## src/rtl/uart_frame_parser.sv

```systemverilog
// Extracts SYNC/CMD/LEN/payload/CHK frames from a UART byte stream, buffers the payload
// and holds a checksum-good frame until the consumer acknowledges it.
module uart_frame_parser #(
   parameter int unsigned CLK_FREQ     = 25_000_000,
   parameter int unsigned BAUD_RATE    = 115_200,
   parameter logic [7:0]  SYNC_BYTE    = 8'hA5,
   parameter int unsigned MAX_LEN      = 16,
   parameter int unsigned TIMEOUT_BITS = 20,
   localparam int unsigned LEN_W       = $clog2(MAX_LEN + 1),
   localparam int unsigned ADDR_W      = (MAX_LEN > 1) ? $clog2(MAX_LEN) : 1
) (
   input  logic              i_clk,
   input  logic              i_reset,
   input  logic [7:0]        i_data,
   input  logic              i_valid,
   output logic              o_pkt_valid,
   output logic [7:0]        o_cmd,
   output logic [LEN_W-1:0]  o_len,
   input  logic              i_pkt_ack,
   input  logic [ADDR_W-1:0] i_rd_addr,
   output logic [7:0]        o_rd_data,
   output logic              o_err_chk,
   output logic              o_err_len,
   output logic              o_err_timeout,
   output logic              o_err_drop,
   output logic [7:0]        o_err_count
);

   localparam int unsigned TIMEOUT_CLKS = (CLK_FREQ / BAUD_RATE) * TIMEOUT_BITS;
   localparam int unsigned TO_W         = $clog2(TIMEOUT_CLKS + 1);
   localparam logic [TO_W-1:0] TO_LAST  = TO_W'(TIMEOUT_CLKS - 1);

   typedef enum logic [2:0] {S_HUNT, S_CMD, S_LEN, S_PAYLOAD, S_CHK, S_HOLD} state_t;

   state_t           state_q;
   logic [7:0]       cmd_q;
   logic [LEN_W-1:0] len_q;
   logic [LEN_W-1:0] idx_q;
   logic [7:0]       sum_q;
   logic [TO_W-1:0]  tcnt_q;
   logic [7:0]       mem [2**ADDR_W];

   logic counting;
   assign counting = (state_q == S_CMD) || (state_q == S_LEN) ||
                     (state_q == S_PAYLOAD) || (state_q == S_CHK);

   // Payload storage has no reset; contents are undefined until written.
   always_ff @(posedge i_clk) begin
      if (state_q == S_PAYLOAD && i_valid) begin
         mem[idx_q[ADDR_W-1:0]] <= i_data;
      end
   end

   always_ff @(posedge i_clk or posedge i_reset) begin
      if (i_reset) begin
         state_q       <= S_HUNT;
         cmd_q         <= '0;
         len_q         <= '0;
         idx_q         <= '0;
         sum_q         <= '0;
         tcnt_q        <= '0;
         o_pkt_valid   <= 1'b0;
         o_cmd         <= '0;
         o_len         <= '0;
         o_rd_data     <= '0;
         o_err_chk     <= 1'b0;
         o_err_len     <= 1'b0;
         o_err_timeout <= 1'b0;
         o_err_drop    <= 1'b0;
         o_err_count   <= '0;
      end else begin
         o_err_chk     <= 1'b0;
         o_err_len     <= 1'b0;
         o_err_timeout <= 1'b0;
         o_err_drop    <= 1'b0;
         o_rd_data     <= mem[i_rd_addr];

         if ((o_err_chk || o_err_len || o_err_timeout || o_err_drop) && o_err_count != 8'hFF) begin
            o_err_count <= o_err_count + 8'd1;
         end

         unique case (state_q)
            S_HUNT: begin
               if (i_valid && i_data == SYNC_BYTE) state_q <= S_CMD;
            end
            S_CMD: begin
               if (i_valid) begin
                  cmd_q   <= i_data;
                  sum_q   <= i_data;
                  state_q <= S_LEN;
               end
            end
            S_LEN: begin
               if (i_valid) begin
                  sum_q <= sum_q + i_data;
                  idx_q <= '0;
                  len_q <= i_data[LEN_W-1:0];
                  if (32'(i_data) > MAX_LEN) begin
                     o_err_len <= 1'b1;
                     state_q   <= S_HUNT;
                  end else if (i_data == 8'd0) begin
                     state_q <= S_CHK;
                  end else begin
                     state_q <= S_PAYLOAD;
                  end
               end
            end
            S_PAYLOAD: begin
               if (i_valid) begin
                  sum_q <= sum_q + i_data;
                  idx_q <= idx_q + LEN_W'(1);
                  if (idx_q + LEN_W'(1) == len_q) state_q <= S_CHK;
               end
            end
            S_CHK: begin
               if (i_valid) begin
                  if (8'(sum_q + i_data) == 8'h00) begin
                     o_pkt_valid <= 1'b1;
                     o_cmd       <= cmd_q;
                     o_len       <= len_q;
                     state_q     <= S_HOLD;
                  end else begin
                     o_err_chk <= 1'b1;
                     state_q   <= S_HUNT;
                  end
               end
            end
            S_HOLD: begin
               // Ack wins over a same-cycle byte, which is then treated as hunt input.
               if (i_pkt_ack) begin
                  o_pkt_valid <= 1'b0;
                  state_q     <= (i_valid && i_data == SYNC_BYTE) ? S_CMD : S_HUNT;
               end else if (i_valid) begin
                  o_err_drop <= 1'b1;
               end
            end
            default: state_q <= S_HUNT;
         endcase

         if (i_valid || !counting) begin
            tcnt_q <= '0;
         end else if (tcnt_q == TO_LAST) begin
            tcnt_q        <= '0;
            o_err_timeout <= 1'b1;
            state_q       <= S_HUNT;
         end else begin
            tcnt_q <= tcnt_q + TO_W'(1);
         end
      end
   end

endmodule
```

## config.mk

```make
export PLATFORM = sky130hd
export DESIGN_NAME = uart_frame_parser
export DESIGN_NICKNAME = d
export VERILOG_FILES = /design/src/rtl/uart_frame_parser.sv
export SDC_FILE = /design/constraint.sdc
export NUM_CORES = 1
export LEC_CHECK = 0
export ABC_CLOCK_PERIOD_IN_PS = 5600
export CORE_MARGIN = 4
export CORE_UTILIZATION = 64
export CTS_CLUSTER_SIZE = 12
export DETAILED_ROUTE_END_ITERATION = 10
export HOLD_SLACK_MARGIN = 0.05
export PLACE_DENSITY_LB_ADDON = 0.2
export SKIP_CTS_REPAIR_TIMING = 1
export SYNTH_ARGS = -nofsm -noshare
export SYNTH_HDL_FRONTEND = slang
export SYNTH_SLANG_ARGS = --single-unit
```

## constraint.sdc

```tcl
create_clock -name i_clk -period 5.6 [get_ports i_clk]
set_clock_uncertainty 0.2 [all_clocks]
set_input_delay 1.12 -clock i_clk [delete_from_list [all_inputs] [get_ports i_clk]]
set_output_delay 1.12 -clock i_clk [all_outputs]
set_load 0.05 [all_outputs]
```

==> summary.txt <==
Status
  – Status: completed

Pwr
  – Switch share: 22.5%
  – Clock Power Share: 41.8%
  – Gate power share: 7.6%
  – Seq pwr share: 50.6%
  – Psw: 0.000725 W
  – LEAKAGE: 3.79 nW
  – Power per cell area: 318 nW/um2
  – Int Power: 0.00250 W
  – Peak supply drop: 0.000268 V

Logic synthesis
  – Netlist cell types: 60
  – Sequential fraction of the synthesis area: 65.4%
  – Synth Area in Adders: 2.08%
  – Number of synthesized flops with an enable pin: 128
  – Main combinational cell family by area after synthesis: multiplexers
  – Ys async rst share: 37.3%
  – Syn Inst Count: 567
  – Top cell type's share of synthesized area: 43.8%
  – Simple-gate share of the synthesized area: 9.03%
  – Synth Register Bits: 204
  – Ys flop type: edfxtp_1
  – Post-Syn Area: 8780 um2
  – XOR/XNOR Fraction of Synth Area: 3.31%
  – Compound-cell area share of the yosys netlist: 4.23%
  – Yosys top cell by area: edfxtp_1
  – Syn. warnings: 0
  – Post-Syn Area per Cell: 15.5 um2
  – Post-Syn Nets: 597
  – Dominant cells by area after synthesis: edfxtp_1 (44%), dfrtp_1 (22%), mux4_2 (10%)
  – Multiplexer share of the synthesized area: 14.3%

Worst setup path
  – Slowest stage cell on the critical path: clkdlybuf4s50_1
  – Worst-path fanout max: 22
  – Worst path depth: 11
  – CP Cell Sequence: clkdlybuf4s50_1 -> buf_4 -> ha_1 -> inv_1 -> fa_1 -> nand2b_1 -> a21oi_1 -> xor2_1 -> nor3_2 -> nand4b_4 -> mux2_4
  – Signal arrival time at the worst endpoint: 4100 ps
  – Worst Path Required: 5790 ps
  – Buf+Inv Stages, Crit Path: 3
  – Critical path's top delay family: simple AND/OR/NAND/NOR gates
  – Reg2reg end: mem[2][7]
  – Reg-to-reg slack, setup: 2270 ps
  – Worst r2r src: state_q[1]
  – Critical path class: input port to flip-flop
  – Crit end category: flip-flop
  – Reg2reg path depth: 5
  – CP Launch Type: input port
  – Largest stage delay on the critical path: 450 ps

Global route
  – Overall routing resource usage: 25.4%
  – Initial antenna violation count: 0
  – Congestion Overflow GR: 0
  – Grt met1 use: 34.9%
  – Gr busiest metal: met2
  – First-pass GRT wire length: 30900 um
  – Vias in the first global route: 5270
  – M2 GR Usage: 43.5%
  – Met3 usage: 4.69%
  – Largest net degree at the start of global routing: 52

Floorplan
  – Die area: 15700 um2
  – Core area: 13300 um2
  – I/O pin cnt: 50
  – Site Rows: 42
  – Starting Density: 65.8%
  – Width of the die: 125 um
  – Die H: 125 um

STA
  – Fmax: 255 MHz
  – Fin crit share: 70.0%
  – Final min period: 3920 ps
  – Final Hold Viols: 0
  – Worst Tran Pin Value: 1190 ps
  – Unrepaired setup endpoints after global routing: no
  – # setup viols final: 0
  – Slew Viols, Final: 0
  – Normalized max-slew margin: 20.4%
  – Hold Slack: 276 ps
  – Setup TNS: 0 ps

Detailed routing
  – WL final: 19300 um
  – Vias: 5151
  – Post-DRT Antenna Nets: 0
  – Iteration-0 DRC Markers: 529
  – Wirelength per Cell: 23.6 um
  – Drt pass-1 iters: 5
  – Drt drc: 0
  – DR vias/cell: 6.29

Placed design
  – Post-DP HPWL: 11900 um
  – Placed Cells: 779
  – Port Buffers: 49
  – Placed instance area: 9480 um2
  – Routability cong.: 0.885

Hold path
  – Hold Path Class: flip-flop to flip-flop
  – WHS Path Cells: 2
  – Hold Crit Start: o_pkt_valid
  – Hold path endpoint: o_pkt_valid

Clocking
  – H-tree depth: 1
  – CTS tree: yes
  – Worst-skew pair later-pin latency: 500 ps
  – Maximum root-to-sink buffer count: 3
  – Root buffer cell: clkbuf_16
  – Worst-path clk slew: 60 ps
  – # clock sinks: 204
  – CTS buffer count: 22

Cells and area
  – Nets: 657
  – Antenna diodes: 0
  – Share of cells above drive strength 1: 19.0%
  – Area Growth Syn to Fin: 15.5%
  – Post-route cell area: 10100 um2
  – Final core occ: 76.0%
  – Layout Cells excl Fill: 819
  – Filler cells: 785
  – Most common cell after layout, fill and taps aside: edfxtp_1
  – Most frequent cells in the layout: edfxtp_1 (128), dfrtp_1 (76), nor2_1 (50)

Run
  – Max-capacitance violation count: 0
## per-stage QoR
stage,setup WS [ps],total power [W]
2_1_floorplan,2220,0.00182
3_3_place_gp,1310,0.00189
3_5_place_dp,1160,0.00190
4_1_cts,1710,0.00324
5_1_grt,1500,0.00334
6_report,1680,0.00322
## worst reg2reg max path: cells and delay by family, from the launching register on
family / cells / cell delay, ps
DFF: 1 / 490
buffers and inverters: 1 / 120
and+or+nand+nor: 4 / 2120
## power by group through the flow
stage          logic [W]  clock network, W  registers [W]
5_1_grt         0.000265           0.00144        0.00163
2_1_floorplan   0.000138                 0        0.00168
3_5_place_dp    0.000241                 0        0.00166
3_3_place_gp    0.000233                 0        0.00166
6_report        0.000245           0.00135        0.00163
4_1_cts         0.000245           0.00136        0.00163
## registers in the layout, indices dropped and copies added (netlist names), 3 cells and up
| name | count |
|---|---|
| o_rd_data | 8 |
| idx_q | 5 |
| o_err_count | 8 |
| tcnt_q | 13 |
| cmd_q | 8 |
| sum_q | 8 |
| len_q | 5 |
| o_cmd | 8 |
| state_q | 3 |
| mem | 128 |
| o_len | 5 |
## cell families after synthesis
logic type | Yosys count
compound gates | 54
fa+ha+maj | 14
mux | 69
buf+inv | 34
xor+xnor | 31
simple gates | 161
flops | 204
## synth_stat cells, types with 2 or more instances
cell type and count:
o21ai_0 13, nand2b_1 7, nor2_1 50, nor3_1 7, mux2_2 19, nor3b_1 4, a31oi_1 9, mux2_4 9
o41ai_1 2, nor2b_1 8, nor4_1 2, o22ai_1 2, edfxtp_1 128, xnor2_1 13, inv_1 12, nand4_1 4
nand3_1 19, buf_1 5, and3_1 4, ha_1 13, o211ai_1 3, nand2_1 40, mux4_2 40, a211oi_1 2
a21oi_1 9, clkbuf_1 13, or2_2 2, and2_1 2, dfrtp_1 76, buf_2 3, xor2_1 17, a221oi_1 2
## cell type report
class / count / area [um2] / share of cell area (%)
Clock buffer: 33 / 592 / 5.83
Timing Repair Buffer: 58 / 548 / 5.40
Multi-Input combinational cell: 329 / 2920 / 28.8
Sequential cell: 204 / 5750 / 56.6
Clock inverter: 7 / 73.8 / 0.728
Tap cell: 176 / 220 / 2.17
Inverter: 12 / 46.3 / 0.456
## worst max path at each step
stage               startpoint        to  slack (ps)
CTS                  i_data[0]  o_len[1]        1710
detailed placement   i_data[0]  o_len[1]        1160
floorplan            i_data[0]  o_cmd[0]        2220
global placement     i_data[0]  o_cmd[2]        1310
global route         i_data[5]  o_len[1]        1500
finish               i_data[0]  o_len[1]        1680
## layer usage
metal | part of all wire (%) | vias to the layer above
met5 | 0 | -
met4 | 1.9 | 0
met3 | 7.5 | 32
met2 | 52 | 253
met1 | 38 | 2595
li1 | - | 2271
Note: power is estimated with default switching activity, not from simulation.
